## config.mk

```make
export PLATFORM = sky130hd
export DESIGN_NAME = xdma_finish_tx
export DESIGN_NICKNAME = d
export VERILOG_FILES = /design/src/rtl/xdma_pkg.sv /design/src/rtl/fifo_v3.sv /design/src/rtl/xdma_finish_tx.sv
export SDC_FILE = /design/constraint.sdc
export NUM_CORES = 1
export LEC_CHECK = 0
export CAP_MARGIN = 0
export CORE_ASPECT_RATIO = 1.75
export CORE_MARGIN = 2
export CORE_UTILIZATION = 29
export CTS_BUF_LIST = sky130_fd_sc_hd__clkbuf_4 sky130_fd_sc_hd__clkbuf_8 sky130_fd_sc_hd__clkbuf_16
export CTS_CLUSTER_DIAMETER = 80
export DETAILED_ROUTE_END_ITERATION = 10
export PLACE_DENSITY_LB_ADDON = 0.3
export SETUP_SLACK_MARGIN = 0.3
export SYNTH_ARGS = -nofsm -noshare
export SYNTH_HDL_FRONTEND = slang
export SYNTH_SLANG_ARGS = --single-unit
```

## constraint.sdc

```tcl
create_clock -name clk_i -period 10 [get_ports clk_i]
set_clock_uncertainty 0.15 [all_clocks]
set_input_delay 1.5 -clock clk_i [delete_from_list [all_inputs] [get_ports clk_i]]
set_output_delay 1.5 -clock clk_i [all_outputs]
set_load 0.02 [all_outputs]
```

## src/rtl/xdma_pkg.sv

```systemverilog
// rtl/xdma_pkg.sv - shared types and constants for the xDMA finish path
package xdma_pkg;

    localparam int unsigned IdWidth   = 8;
    localparam int unsigned AddrWidth = 32;
    localparam int unsigned DataWidth = 64;

    typedef logic [IdWidth-1:0]   xdma_id_t;
    typedef logic [AddrWidth-1:0] xdma_addr_t;
    typedef logic [DataWidth-1:0] xdma_data_t;

    typedef struct packed {
        xdma_id_t   dma_id;
        xdma_addr_t from;
    } xdma_to_remote_finish_t;

    localparam logic [1:0] RESP_OKAY   = 2'b00;
    localparam logic [1:0] RESP_EXOKAY = 2'b01;
    localparam logic [1:0] RESP_SLVERR = 2'b10;
    localparam logic [1:0] RESP_DECERR = 2'b11;

    typedef enum logic [1:0] {
        ST_IDLE,
        ST_SEND,
        ST_WAIT_B
    } xdma_finish_tx_state_e;

endpackage

```

## src/rtl/fifo_v3.sv

```systemverilog
// rtl/fifo_v3.sv - synchronous FIFO, registered storage, no fall-through
module fifo_v3 #(
    parameter int unsigned DEPTH = 2,
    parameter type dtype = logic
) (
    input  logic clk_i,
    input  logic rst_ni,
    input  logic flush_i,
    input  logic testmode_i,
    output logic full_o,
    output logic empty_o,
    input  dtype data_i,
    input  logic push_i,
    output dtype data_o,
    input  logic pop_i
);

    localparam int unsigned AddrW = (DEPTH > 1) ? $clog2(DEPTH) : 1;
    localparam int unsigned CntW  = $clog2(DEPTH + 1);

    dtype             mem_q [DEPTH];
    logic [AddrW-1:0] wptr_q, rptr_q;
    logic [CntW-1:0]  cnt_q;
    logic             do_push, do_pop;
    logic             unused_testmode;

    assign unused_testmode = testmode_i;

    assign full_o  = (cnt_q == CntW'(DEPTH));
    assign empty_o = (cnt_q == '0);
    assign do_push = push_i && !full_o;
    assign do_pop  = pop_i && !empty_o;
    assign data_o  = mem_q[rptr_q];

    always_ff @(posedge clk_i or negedge rst_ni) begin
        if (!rst_ni) begin
            wptr_q <= '0;
            rptr_q <= '0;
            cnt_q  <= '0;
        end else if (flush_i) begin
            wptr_q <= '0;
            rptr_q <= '0;
            cnt_q  <= '0;
        end else begin
            if (do_push) begin
                wptr_q <= (wptr_q == AddrW'(DEPTH - 1)) ? '0 : wptr_q + 1'b1;
            end
            if (do_pop) begin
                rptr_q <= (rptr_q == AddrW'(DEPTH - 1)) ? '0 : rptr_q + 1'b1;
            end
            cnt_q <= cnt_q + CntW'(do_push) - CntW'(do_pop);
        end
    end

    always_ff @(posedge clk_i) begin
        if (do_push) begin
            mem_q[wptr_q] <= data_i;
        end
    end

endmodule

```

## src/rtl/xdma_finish_tx.sv

```systemverilog
// rtl/xdma_finish_tx.sv - sends xDMA finish packets upstream as single-beat AXI writes
// Optional retry on error response: define XDMA_FINISH_TX_RETRY_EN.
module xdma_finish_tx #(
    parameter type id_t                    = xdma_pkg::xdma_id_t,
    parameter type addr_t                  = xdma_pkg::xdma_addr_t,
    parameter type data_t                  = xdma_pkg::xdma_data_t,
    parameter type xdma_to_remote_finish_t = xdma_pkg::xdma_to_remote_finish_t,
    parameter int unsigned FifoDepth       = 2,
    parameter int unsigned MaxRetry        = 3
) (
    input  logic                       clk_i,
    input  logic                       rst_ni,
    input  addr_t                      cluster_base_addr_i,
    input  logic                       finish_valid_i,
    output logic                       finish_ready_o,
    input  id_t                        finish_dma_id_i,
    input  addr_t                      finish_addr_i,
    output addr_t                      aw_addr_o,
    output logic                       aw_valid_o,
    input  logic                       aw_ready_i,
    output data_t                      w_data_o,
    output logic [$bits(data_t)/8-1:0] w_strb_o,
    output logic                       w_last_o,
    output logic                       w_valid_o,
    input  logic                       w_ready_i,
    input  logic [1:0]                 b_resp_i,
    input  logic                       b_valid_i,
    output logic                       b_ready_o,
    output logic                       busy_o,
    output logic                       done_o,
    output logic                       err_o
);

    import xdma_pkg::*;

    localparam int unsigned PktW = $bits(xdma_to_remote_finish_t);

    typedef struct packed {
        id_t   dma_id;
        addr_t addr;
        addr_t from;
    } req_t;

    req_t  push_req, head;
    logic  fifo_full, fifo_empty, fifo_push, fifo_pop;
    xdma_to_remote_finish_t pkt;
    data_t w_data_d;
    logic  resp_ok;

    xdma_finish_tx_state_e state_q;
    logic  aw_valid_q, w_valid_q, b_ready_q, done_q, err_q;
    addr_t aw_addr_q;
    data_t w_data_q;

`ifdef XDMA_FINISH_TX_RETRY_EN
    localparam int unsigned RetryW = (MaxRetry > 0) ? $clog2(MaxRetry + 1) : 1;
    logic [RetryW-1:0] retry_cnt_q;
`else
    localparam int unsigned unused_max_retry = MaxRetry;
`endif

    // The origin address is captured at push so it matches the moment the finish was raised.
    assign push_req  = '{dma_id: finish_dma_id_i, addr: finish_addr_i, from: cluster_base_addr_i};
    assign fifo_push = finish_valid_i && finish_ready_o;
    assign fifo_pop  = (state_q == ST_IDLE) && !fifo_empty;

    fifo_v3 #(
        .DEPTH (FifoDepth),
        .dtype (req_t)
    ) i_req_fifo (
        .clk_i      (clk_i),
        .rst_ni     (rst_ni),
        .flush_i    (1'b0),
        .testmode_i (1'b0),
        .full_o     (fifo_full),
        .empty_o    (fifo_empty),
        .data_i     (push_req),
        .push_i     (fifo_push),
        .data_o     (head),
        .pop_i      (fifo_pop)
    );

    assign pkt = xdma_to_remote_finish_t'({head.dma_id, head.from});

    always_comb begin
        w_data_d           = '0;
        w_data_d[PktW-1:0] = pkt;
    end

    assign resp_ok = (b_resp_i == RESP_OKAY) || (b_resp_i == RESP_EXOKAY);

    // A cleared *_valid_q inside SEND doubles as the per-channel done flag.
    always_ff @(posedge clk_i or negedge rst_ni) begin
        if (!rst_ni) begin
            state_q     <= ST_IDLE;
            aw_valid_q  <= 1'b0;
            w_valid_q   <= 1'b0;
            b_ready_q   <= 1'b0;
            done_q      <= 1'b0;
            err_q       <= 1'b0;
            aw_addr_q   <= '0;
            w_data_q    <= '0;
`ifdef XDMA_FINISH_TX_RETRY_EN
            retry_cnt_q <= '0;
`endif
        end else begin
            done_q <= 1'b0;
            err_q  <= 1'b0;
            unique case (state_q)
                ST_IDLE: begin
                    if (!fifo_empty) begin
                        aw_addr_q   <= head.addr;
                        w_data_q    <= w_data_d;
                        aw_valid_q  <= 1'b1;
                        w_valid_q   <= 1'b1;
`ifdef XDMA_FINISH_TX_RETRY_EN
                        retry_cnt_q <= '0;
`endif
                        state_q     <= ST_SEND;
                    end
                end
                ST_SEND: begin
                    if (aw_ready_i) aw_valid_q <= 1'b0;
                    if (w_ready_i)  w_valid_q  <= 1'b0;
                    if ((!aw_valid_q || aw_ready_i) && (!w_valid_q || w_ready_i)) begin
                        b_ready_q <= 1'b1;
                        state_q   <= ST_WAIT_B;
                    end
                end
                ST_WAIT_B: begin
                    if (b_valid_i) begin
                        b_ready_q <= 1'b0;
                        if (resp_ok) begin
                            done_q  <= 1'b1;
                            state_q <= ST_IDLE;
                        end else begin
`ifdef XDMA_FINISH_TX_RETRY_EN
                            if (retry_cnt_q < RetryW'(MaxRetry)) begin
                                retry_cnt_q <= retry_cnt_q + 1'b1;
                                aw_valid_q  <= 1'b1;
                                w_valid_q   <= 1'b1;
                                state_q     <= ST_SEND;
                            end else begin
                                err_q   <= 1'b1;
                                state_q <= ST_IDLE;
                            end
`else
                            err_q   <= 1'b1;
                            state_q <= ST_IDLE;
`endif
                        end
                    end
                end
                default: state_q <= ST_IDLE;
            endcase
        end
    end

    assign finish_ready_o = !fifo_full;
    assign aw_addr_o      = aw_addr_q;
    assign aw_valid_o     = aw_valid_q;
    assign w_data_o       = w_data_q;
    assign w_strb_o       = '1;
    assign w_last_o       = 1'b1;
    assign w_valid_o      = w_valid_q;
    assign b_ready_o      = b_ready_q;
    assign done_o         = done_q;
    assign err_o          = err_q;
    assign busy_o         = !fifo_empty || (state_q != ST_IDLE);

endmodule

```

==> flow_metrics.env, run 1 <==
export IMPL_drc=0
export IMPL_total_leakage_power_uw=0.00412
export IMPL_grt_pass1_vias=4824
export IMPL_status="complete, no violations"
export IMPL_drtIter0Drc=111
export IMPL_cts_root_buffer="clkbuf_16"
export IMPL_crit_fanout=43
export IMPL_holdWs_ns=0.350
export IMPL_maxCapViolations=0
export IMPL_clock_latency_ns=0.51
export IMPL_dieWidth_microns=134
export IMPL_clkPwrFrac=0.218
export IMPL_yosys_cell_types_count=26
export IMPL_yosys_area_top_type_share=0.501
export IMPL_worstSetupEndpointType="flop"
export IMPL_synth_seq_cells=227
export IMPL_cts_resized=0
export IMPL_synthCells=457
export IMPL_critPathTopFamily="buffers and inverters"
export IMPL_setup_viol=0
export IMPL_drtPass1Iterations=4
export IMPL_cts_buffers=22
export IMPL_grt_max_degree=74
export IMPL_p_sw_uw=1140
export IMPL_dieArea_sq_mm=0.0312
export IMPL_required_ns=9.98
export IMPL_hold_buffers=0
export IMPL_fin_crit_sh=0.362
export IMPL_hp_class="reg2reg"
export IMPL_hold_viol_final=0
export IMPL_synthTopCellsByCount="144 x edfxtp_1, 130 x mux2_2, 83 x dfrtp_1"
export IMPL_area_growth_pct=29.6
export IMPL_max_freq_ghz=0.276
export IMPL_fin_nets=705
export IMPL_start_util=0.295
export IMPL_fin_crit_ns=3.62
export IMPL_num_vias=4307
export IMPL_p_int_uw=2540
export IMPL_htree_levels=1
export IMPL_crit_type="in2reg"
export IMPL_grt_pass1_wl_microns=26700
export IMPL_rsz0062_at_grt="false"
export IMPL_netlist_area_sq_mm=0.00864
export IMPL_critical_path_cell_chain="clkdlybuf4s50_1 -> nand2_1 -> nor2_4 -> buf_4"
export IMPL_post_cts_buffers=0
export IMPL_critPathMaxStageDelay_ns=0.75
export IMPL_crit_slowest_cell="nor2_4"
export IMPL_wl_microns=17600
export IMPL_yosysTopAreaCell="edfxtp_1"
export IMPL_port_buffers=157
export IMPL_clk_path_buf_depth=3
export IMPL_final_antenna_net_count=0
export IMPL_tritoncts="done"
export IMPL_ys_seq_area_frac=0.741
export IMPL_synth_edf_count=144
export IMPL_start_kind="primary input"
export IMPL_ir_drop_v=0.000159
export IMPL_antenna_found_initial=1
export IMPL_yosys_warnings=0
export IMPL_pwr_share_comb=0.365
export IMPL_viasPerCell=4.21
export IMPL_die_h_microns=232
export IMPL_cts_sinks=227
export IMPL_track_usage=0.112
export IMPL_drive_above_1_share=0.294
export IMPL_routabilityCongestion=0.723
export IMPL_wl_per_cell_microns=17.2
export IMPL_finalSetupTns_ns=0
export IMPL_slew_headroom=0.246
export IMPL_io_pins=192
export IMPL_ys_flop_type="edfxtp_1"
export IMPL_sw_frac_of_total=0.311
export IMPL_power_density_mw_per_mm2=329
export IMPL_coreArea_sq_mm=0.0293
export IMPL_synthArstFlopShare=0.366
export IMPL_yosys_top_cells_area="edfxtp_1 50%, dfrtp_1 24%, mux2_2 17%"
export IMPL_crit_buf_inv=2
export IMPL_arrival_ns=3.60
export IMPL_clk_pin_slew_ns=0.06
export IMPL_pwr_share_seq=0.417
export IMPL_dp_final_hpwl_microns=11000
export IMPL_fillers=2731
export IMPL_worstMarginPinSlew_ns=1.13
export IMPL_final_max_slew_violation_count=0
export IMPL_row_count=83
export IMPL_grt_overflow=0
export IMPL_synth_most_common_cell="edfxtp_1"
export IMPL_syn_area_per_cell_sq_um=18.9
## state kept, by name (all words and copies together) (netlist names)
signal	cells
aw_addr_o	32
aw_valid_o	1
b_ready_o	1
done_o	1
err_o	1
i_req_fifo.cnt_q	2
i_req_fifo.mem_q	144
i_req_fifo.rptr_q	1
i_req_fifo.wptr_q	1
state_q	2
w_data_o	40
w_valid_o	1
## per-stage QoR
| step | worst slack (ns) | utilization | cell area (sq um) | total power, uW | cells |
|---|---|---|---|---|---|
| 2_1_floorplan | 4.74 | - | 8760 | 2400 | 488 |
| 3_3_place_gp | 5.81 | 0.358 | 10500 | 2890 | 981 |
| 3_5_place_dp | 5.79 | 0.358 | 10500 | 2940 | 981 |
| 4_1_cts | 6.33 | 0.382 | 11200 | 3760 | 1021 |
| 5_1_grt | 6.21 | 0.382 | 11200 | 3890 | 1022 |
| 6_report | 6.38 | 0.382 | 11200 | 3680 | 1022 |
## path summary, 6_finish.rpt
path / startpoint / end / slack (ns) / cells past startpoint
worst max-delay path: finish_valid_i / i_req_fifo.mem_q[0][2]$_DFFE_PP_ / 6.38 / 4
worst min-delay path: w_data_o[10]$_DFFE_PN0P_ / w_data_o[10]$_DFFE_PN0P_ / 0.35 / 1
worst max register to register: i_req_fifo.cnt_q[1]$_DFF_PN0_ / i_req_fifo.mem_q[0][2]$_DFFE_PP_ / 7.31 / 4
worst min register to register: w_data_o[10]$_DFFE_PN0P_ / w_data_o[10]$_DFFE_PN0P_ / 0.35 / 1
max in group asynchronous: rst_ni / i_req_fifo.rptr_q$_DFFE_PN0P_ / 7.77 / 2
min in group asynchronous: rst_ni / w_data_o[16]$_DFFE_PN0P_ / 0.86 / 1
## worst reg2reg max path: cells and delay by family, from the launching register on
| kind | cells | cell delay (ns) |
|---|---|---|
| buffers and inverters | 1 | 0.72 |
| AND/OR/NAND/NOR | 3 | 1.01 |
| flip-flops | 1 | 0.40 |
## power by group through the flow
stage,clock network [uW],logic [uW],registers (uW)
after floorplan,0,739,1660
after global placement,0,1350,1550
after detailed placement,0,1370,1570
after CTS,835,1380,1550
after global routing,867,1440,1580
final,801,1350,1540
## logic make-up (layout without fill, tap and decap cells)
family	count (synthesis)	count (layout)	share of synthesized area
DFF	227	227	0.741
muxes	144	144	0.192
buffers and inverters	55	206	0.0436
and+or+nand+nor	16	16	0.0110
AOI/OAI and AO/OA	7	7	0.00463
xor gates and xnor gates	4	4	0.00406
adders and majority gates	2	2	0.00290
other	2	34	0.000869
## placed cells by master (no fill, tap or decap), drive strengths merged
master / netlist / layout
nor2b: 1 / 1
buf: 50 / 5
xnor2: 3 / 3
inv: 5 / 5
mux2: 144 / 144
clkdlybuf4s50: 0 / 156
o21ai: 2 / 2
xor2: 1 / 1
a21oi: 2 / 2
clkbuf: 0 / 34
conb: 2 / 33
ha: 2 / 2
nand2b: 3 / 3
o22ai: 2 / 2
nor2: 3 / 3
diode: 0 / 1
clkinv: 0 / 6
nor3: 2 / 2
edfxtp: 144 / 144
nor3b: 1 / 1
dfrtp: 83 / 83
nand2: 3 / 3
or2: 2 / 2
and3: 1 / 1
a21o: 1 / 1
## layer usage
layer / routed length (microns) / share of wire / track usage / vias to the layer above
li1: - / - / - / 1959
met1: 6050 / 0.34 / 0.109 / 2187
met2: 10000 / 0.57 / 0.222 / 139
met3: 976 / 0.056 / 0.0247 / 22
met4: 481 / 0.027 / 0.0464 / 0
met5: 0 / 0 / 0 / -
## area by class of cell
class	instances	area, sq um	area share
Clock inverter	6	30.0	0.00268
Sequential cell	227	6400	0.572
Antenna cell	1	2.50	0.000223
Inverter	5	18.8	0.00168
Timing Repair Buffer	161	1600	0.143
Tap cell	382	478	0.0427
Clock buffer	34	677	0.0604
Multi-Input combinational cell	206	1990	0.178
(Power assumes the default switching activity.)
==> inputs of run 2 (changes only) <==
- clock period: 10 -> 3.57 ns (I/O delays scaled with it)
==> flow_metrics.env, run 2 (synthesis results as in run 1) <==
export IMPL_status="complete, no violations"
export IMPL_crit_type="reg2out"
export IMPL_p_sw_uw=3230
export IMPL_pwr_share_comb=0.371
export IMPL_fin_crit_sh=0.702
export IMPL_largest_reg_flops=144
export IMPL_tritoncts="done"
export IMPL_fin_crit_ns=2.51
export IMPL_required_ns=2.88
export IMPL_holdWs_ns=0.343
export IMPL_arrival_ns=1.82
export IMPL_num_vias=4236
export IMPL_clock_latency_ns=0.51
export IMPL_critPathTopFamily="buffers and inverters"
export IMPL_clkPwrFrac=0.230
export IMPL_register_area_sq_mm=0.00640
export IMPL_worstSetupEndpointType="output pin"
export IMPL_drive_above_1_share=0.302
export IMPL_final_max_slew_violation_count=0
export IMPL_dp_final_hpwl_microns=11500
export IMPL_cts_root_buffer="clkbuf_16"
export IMPL_crit_buf_inv=1
export IMPL_fin_nets=712
export IMPL_setup_viol=0
export IMPL_ir_drop_v=0.000545
export IMPL_top_register="i_req_fifo.mem_q"
export IMPL_drc=0
export IMPL_final_antenna_net_count=0
export IMPL_clk_path_buf_depth=3
export IMPL_drtPass1Iterations=4
export IMPL_rsz0062_at_grt="false"
export IMPL_port_buffers=157
export IMPL_htree_levels=1
export IMPL_slew_headroom=0.498
export IMPL_sw_frac_of_total=0.307
export IMPL_dieArea_sq_mm=0.0312
export IMPL_hold_buffers=1
export IMPL_routabilityCongestion=0.711
export IMPL_post_place_cells=987
export IMPL_wl_per_cell_microns=16.8
export IMPL_row_count=83
export IMPL_max_freq_ghz=0.399
export IMPL_cts_buffers=22
export IMPL_pwr_share_seq=0.398
export IMPL_dieWidth_microns=134
export IMPL_total_leakage_power_uw=0.00417
export IMPL_hold_viol_final=0
export IMPL_maxCapViolations=0
export IMPL_start_kind="flop"
export IMPL_antenna_found_initial=1
export IMPL_grt_max_degree=51
export IMPL_grt_overflow=0
export IMPL_final_common_cell="clkdlybuf4s50_1"
export IMPL_fin_util=0.387
export IMPL_antenna_cells=0
export IMPL_crit_slowest_cell="clkdlybuf4s50_1"
export IMPL_viasPerCell=4.12
export IMPL_power_density_mw_per_mm2=929
export IMPL_instances_no_fill=1028
export IMPL_start_util=0.295
export IMPL_layout_common_cells="156 x clkdlybuf4s50_1, 144 x edfxtp_1, 130 x mux2_2"
export IMPL_cts_sinks=227
export IMPL_cts_resized=0
export IMPL_post_cts_buffers=0
export IMPL_crit_fanout=3
export IMPL_hp_class="reg2reg"
export IMPL_area_growth_pct=31.1
export IMPL_grt_pass1_wl_microns=26700
export IMPL_p_int_uw=7290
export IMPL_multi_input_area_sq_mm=0.00199
export IMPL_drtIter0Drc=154
export IMPL_finalSetupTns_ns=0
export IMPL_coreArea_sq_mm=0.0293
export IMPL_critical_path_cell_chain="nor2_1 -> nand2_1 -> clkdlybuf4s50_1"
export IMPL_grt_pass1_vias=4910
export IMPL_die_h_microns=232
export IMPL_fillers=2710
export IMPL_track_usage=0.112
export IMPL_io_pins=192
export IMPL_wl_microns=17300
export IMPL_clk_pin_slew_ns=0.07
export IMPL_worstMarginPinSlew_ns=0.752
export IMPL_critPathMaxStageDelay_ns=0.55
run 2: routing by layer:
| layer | part of all wire | track usage | wire length, microns | up-vias |
|---|---|---|---|---|
| li1 | - | - | - | 1967 |
| met1 | 0.35 | 0.107 | 6000 | 2116 |
| met2 | 0.58 | 0.225 | 9950 | 128 |
| met3 | 0.052 | 0.0234 | 894 | 23 |
| met4 | 0.023 | 0.0431 | 399 | 2 |
| met5 | 0.00075 | 0 | 13 | - |
run 2: worst paths after layout:
path	startpoint	to	slack (ns)	cells past startpoint
max	i_req_fifo.cnt_q[1]$_DFF_PN0_	busy_o	1.06	3
min	w_data_o[10]$_DFFE_PN0P_	w_data_o[10]$_DFFE_PN0P_	0.34	1
max reg2reg	state_q[0]$_DFFE_PN0P_	w_data_o[32]$_DFFE_PN0P_	1.41	4
min reg2reg	w_data_o[10]$_DFFE_PN0P_	w_data_o[10]$_DFFE_PN0P_	0.34	1
max in group asynchronous	rst_ni	aw_addr_o[14]$_DFFE_PN0P_	2.03	3
min in group asynchronous	rst_ni	w_data_o[17]$_DFFE_PN0P_	0.46	2
run 2: final cells by class:
class                      count  area share
clock buffer                  29      0.0554
clock inverter                11      0.0122
inverter                       5     0.00166
multi-input combinational    206       0.176
sequential                   227       0.566
tap                          382      0.0422
timing repair buffer         168       0.147
run 2: stage by stage:
step | instance area, sq um | total power [uW] | setup WS [ns]
detailed placement | 10500 | 8270 | 1.11
CTS | 11300 | 10800 | 1.01
finish | 11300 | 10500 | 1.06
global route | 11300 | 11100 | 0.998
floorplan | 8760 | 6720 | 0.357
global placement | 10500 | 8140 | 1.13
run 2: power by group through the flow:
| stage | Clock (uW) | Combinational (uW) | Sequential, uW |
|---|---|---|---|
| floorplan | 0 | 2070 | 4640 |
| global placement | 0 | 3910 | 4220 |
| detailed placement | 0 | 4000 | 4270 |
| CTS | 2520 | 4020 | 4220 |
| global route | 2600 | 4200 | 4310 |
| finish | 2420 | 3910 | 4190 |
run 2: worst register-to-register path, cell delays in order (launching register included):
cell and delay, ns:
dfrtp_1 0.47, nor3_4 0.22, buf_4 0.36, buf_4 0.43, mux2_2 0.42
==> inputs of run 3 (changes only) <==
- clock period: 3.57 -> 2.1 ns (I/O delays scaled with it)
==> flow_metrics.env, run 3 (synthesis results as in run 1) <==
export IMPL_status="complete, no violations"
export IMPL_maxCapViolations=0
export IMPL_rsz0062_at_grt="true"
export IMPL_sw_frac_of_total=0.314
export IMPL_pwr_share_comb=0.370
export IMPL_fin_nets=720
export IMPL_fin_crit_sh=0.832
export IMPL_power_density_mw_per_mm2=1560
export IMPL_drtPass1Iterations=4
export IMPL_io_pins=192
export IMPL_worst_slack_ns=0.352
export IMPL_viasPerCell=4.20
export IMPL_start_util=0.295
export IMPL_pwr_share_seq=0.391
export IMPL_worstSetupEndpointType="flop"
export IMPL_max_freq_ghz=0.572
export IMPL_row_count=83
export IMPL_cts_buffers=22
export IMPL_worstMarginPinSlew_ns=0.605
export IMPL_dp_final_hpwl_microns=12200
export IMPL_instances_no_fill=1036
export IMPL_crit_fanout=6
export IMPL_dieWidth_microns=134
export IMPL_num_vias=4355
export IMPL_layout_common_cells="144 x edfxtp_1, 130 x mux2_2, 80 x dfrtp_1"
export IMPL_start_kind="flop"
export IMPL_routabilityCongestion=0.717
export IMPL_clk_pin_slew_ns=0.07
export IMPL_track_usage=0.117
export IMPL_reg2regPathDepth=6
export IMPL_top_register="i_req_fifo.mem_q"
export IMPL_clkPwrFrac=0.240
export IMPL_htree_levels=1
export IMPL_area_growth_pct=32.4
export IMPL_fin_util=0.390
export IMPL_arrival_ns=2.03
export IMPL_grt_pass1_vias=4908
export IMPL_cts_root_buffer="clkbuf_16"
export IMPL_antenna_cells=0
export IMPL_tritoncts="done"
export IMPL_p_int_uw=12300
export IMPL_fin_crit_ns=1.75
export IMPL_coreArea_sq_mm=0.0293
export IMPL_ir_drop_v=0.000745
export IMPL_grt_max_degree=43
export IMPL_drc=0
export IMPL_p_sw_uw=5610
export IMPL_hold_viol_final=0
export IMPL_finalPower_uw=17900
export IMPL_wl_microns=18200
export IMPL_required_ns=2.38
export IMPL_total_leakage_power_uw=0.00438
export IMPL_final_common_cell="edfxtp_1"
export IMPL_cts_sinks=227
export IMPL_clk_path_buf_depth=3
export IMPL_dieArea_sq_mm=0.0312
export IMPL_die_h_microns=232
export IMPL_post_place_cells=990
export IMPL_largest_reg_flops=144
export IMPL_crit_type="reg2reg"
export IMPL_clock_latency_ns=0.51
export IMPL_setup_viol=0
export IMPL_wl_per_cell_microns=17.5
export IMPL_grt_overflow=0
export IMPL_final_max_slew_violation_count=0
export IMPL_drive_above_1_share=0.324
export IMPL_grt_pass1_wl_microns=27700
export IMPL_port_buffers=157
export IMPL_final_antenna_net_count=0
export IMPL_antenna_found_initial=0
export IMPL_slew_headroom=0.597
export IMPL_pre_cts_slack_ns=0.203
export IMPL_hp_class="in2async"
export IMPL_drtIter0Drc=177
run 3: changes by cell type in the layout (fill, tap and decap cells not counted), moves of 2 or more:
cell,before,now
clkinv_1,2,0
clkdlybuf4s50_1,156,77
buf_12,1,8
dfrtp_2,0,2
clkbuf_8,1,6
dfrtp_1,82,80
dlygate4sd2_1,0,77
clkinv_4,2,0
buf_6,0,2
run 3: worst paths after layout:
check                                              start  slack [ns]                             to
min in group clk_i                           b_resp_i[1]        0.22               done_o$_DFF_PN0_
worst max register to register    state_q[1]$_DFFE_PN0P_        0.35  i_req_fifo.cnt_q[1]$_DFF_PN0_
worst min register to register  w_data_o[32]$_DFFE_PN0P_        0.35       w_data_o[32]$_DFFE_PN0P_
max in group asynchronous                         rst_ni        0.94         state_q[0]$_DFFE_PN0P_
worst max-delay path              state_q[1]$_DFFE_PN0P_        0.35  i_req_fifo.cnt_q[1]$_DFF_PN0_
worst min-delay path                              rst_ni        0.21      aw_addr_o[29]$_DFFE_PN0P_
run 3: routing by layer:
layer  routed length [microns]  global-route usage  vias up  part of all wire
met5                         0                   0        -                 0
met4                       516              0.0461        0             0.028
met2                     10600               0.237      143              0.58
met3                      1040              0.0258       26             0.057
li1                          -                   -     1989                 -
met1                      6000               0.110     2197              0.33
run 3: final cells by class:
class | count | area, sq um
timing repair buffer | 176 | 1720
clock inverter | 7 | 113
inverter | 5 | 18.8
multi-input combinational | 206 | 2010
tap | 382 | 478
fill | 2717 | 17800
sequential | 227 | 6410
clock buffer | 33 | 688
run 3: worst max-delay path, stage by stage (launching register included):
cell     delay (ns)
dfrtp_2        0.45
nor3_4         0.30
ha_1           0.28
inv_1          0.06
ha_1           0.15
xnor2_1        0.13
xnor2_1        0.14
run 3: power by group through the flow:
stage	clock network (uW)	registers [uW]	logic [uW]
6_report	4290	6990	6620
5_1_grt	4620	7160	7090
4_1_cts	4440	7050	6690
3_5_place_dp	0	7200	7110
3_3_place_gp	0	7100	6980
2_1_floorplan	0	7880	3550
run 3: timing repair:
| item | CTS | global route |
|---|---|---|
| hold buffers | 1 | 0 |
| endpoints found under the hold margin | 37 | 0 |
| setup endpoints to repair | 135 | 9 |
| cloned | 0 | 0 |
| pin swaps | 1 | 1 |
| gates resized for setup | 84 | 7 |
| buffers inserted | 2 | 3 |
run 3: stage by stage:
stage | hold WS, ns | instance area, sq um | TNS (ns)
floorplan | -0.131 | 8780 | -11.37
global placement | 0.206 | 10700 | 0
detailed placement | 0.217 | 10700 | 0
CTS | 0.194 | 11400 | 0
global route | 0.199 | 11400 | 0
finish | 0.205 | 11400 | 0
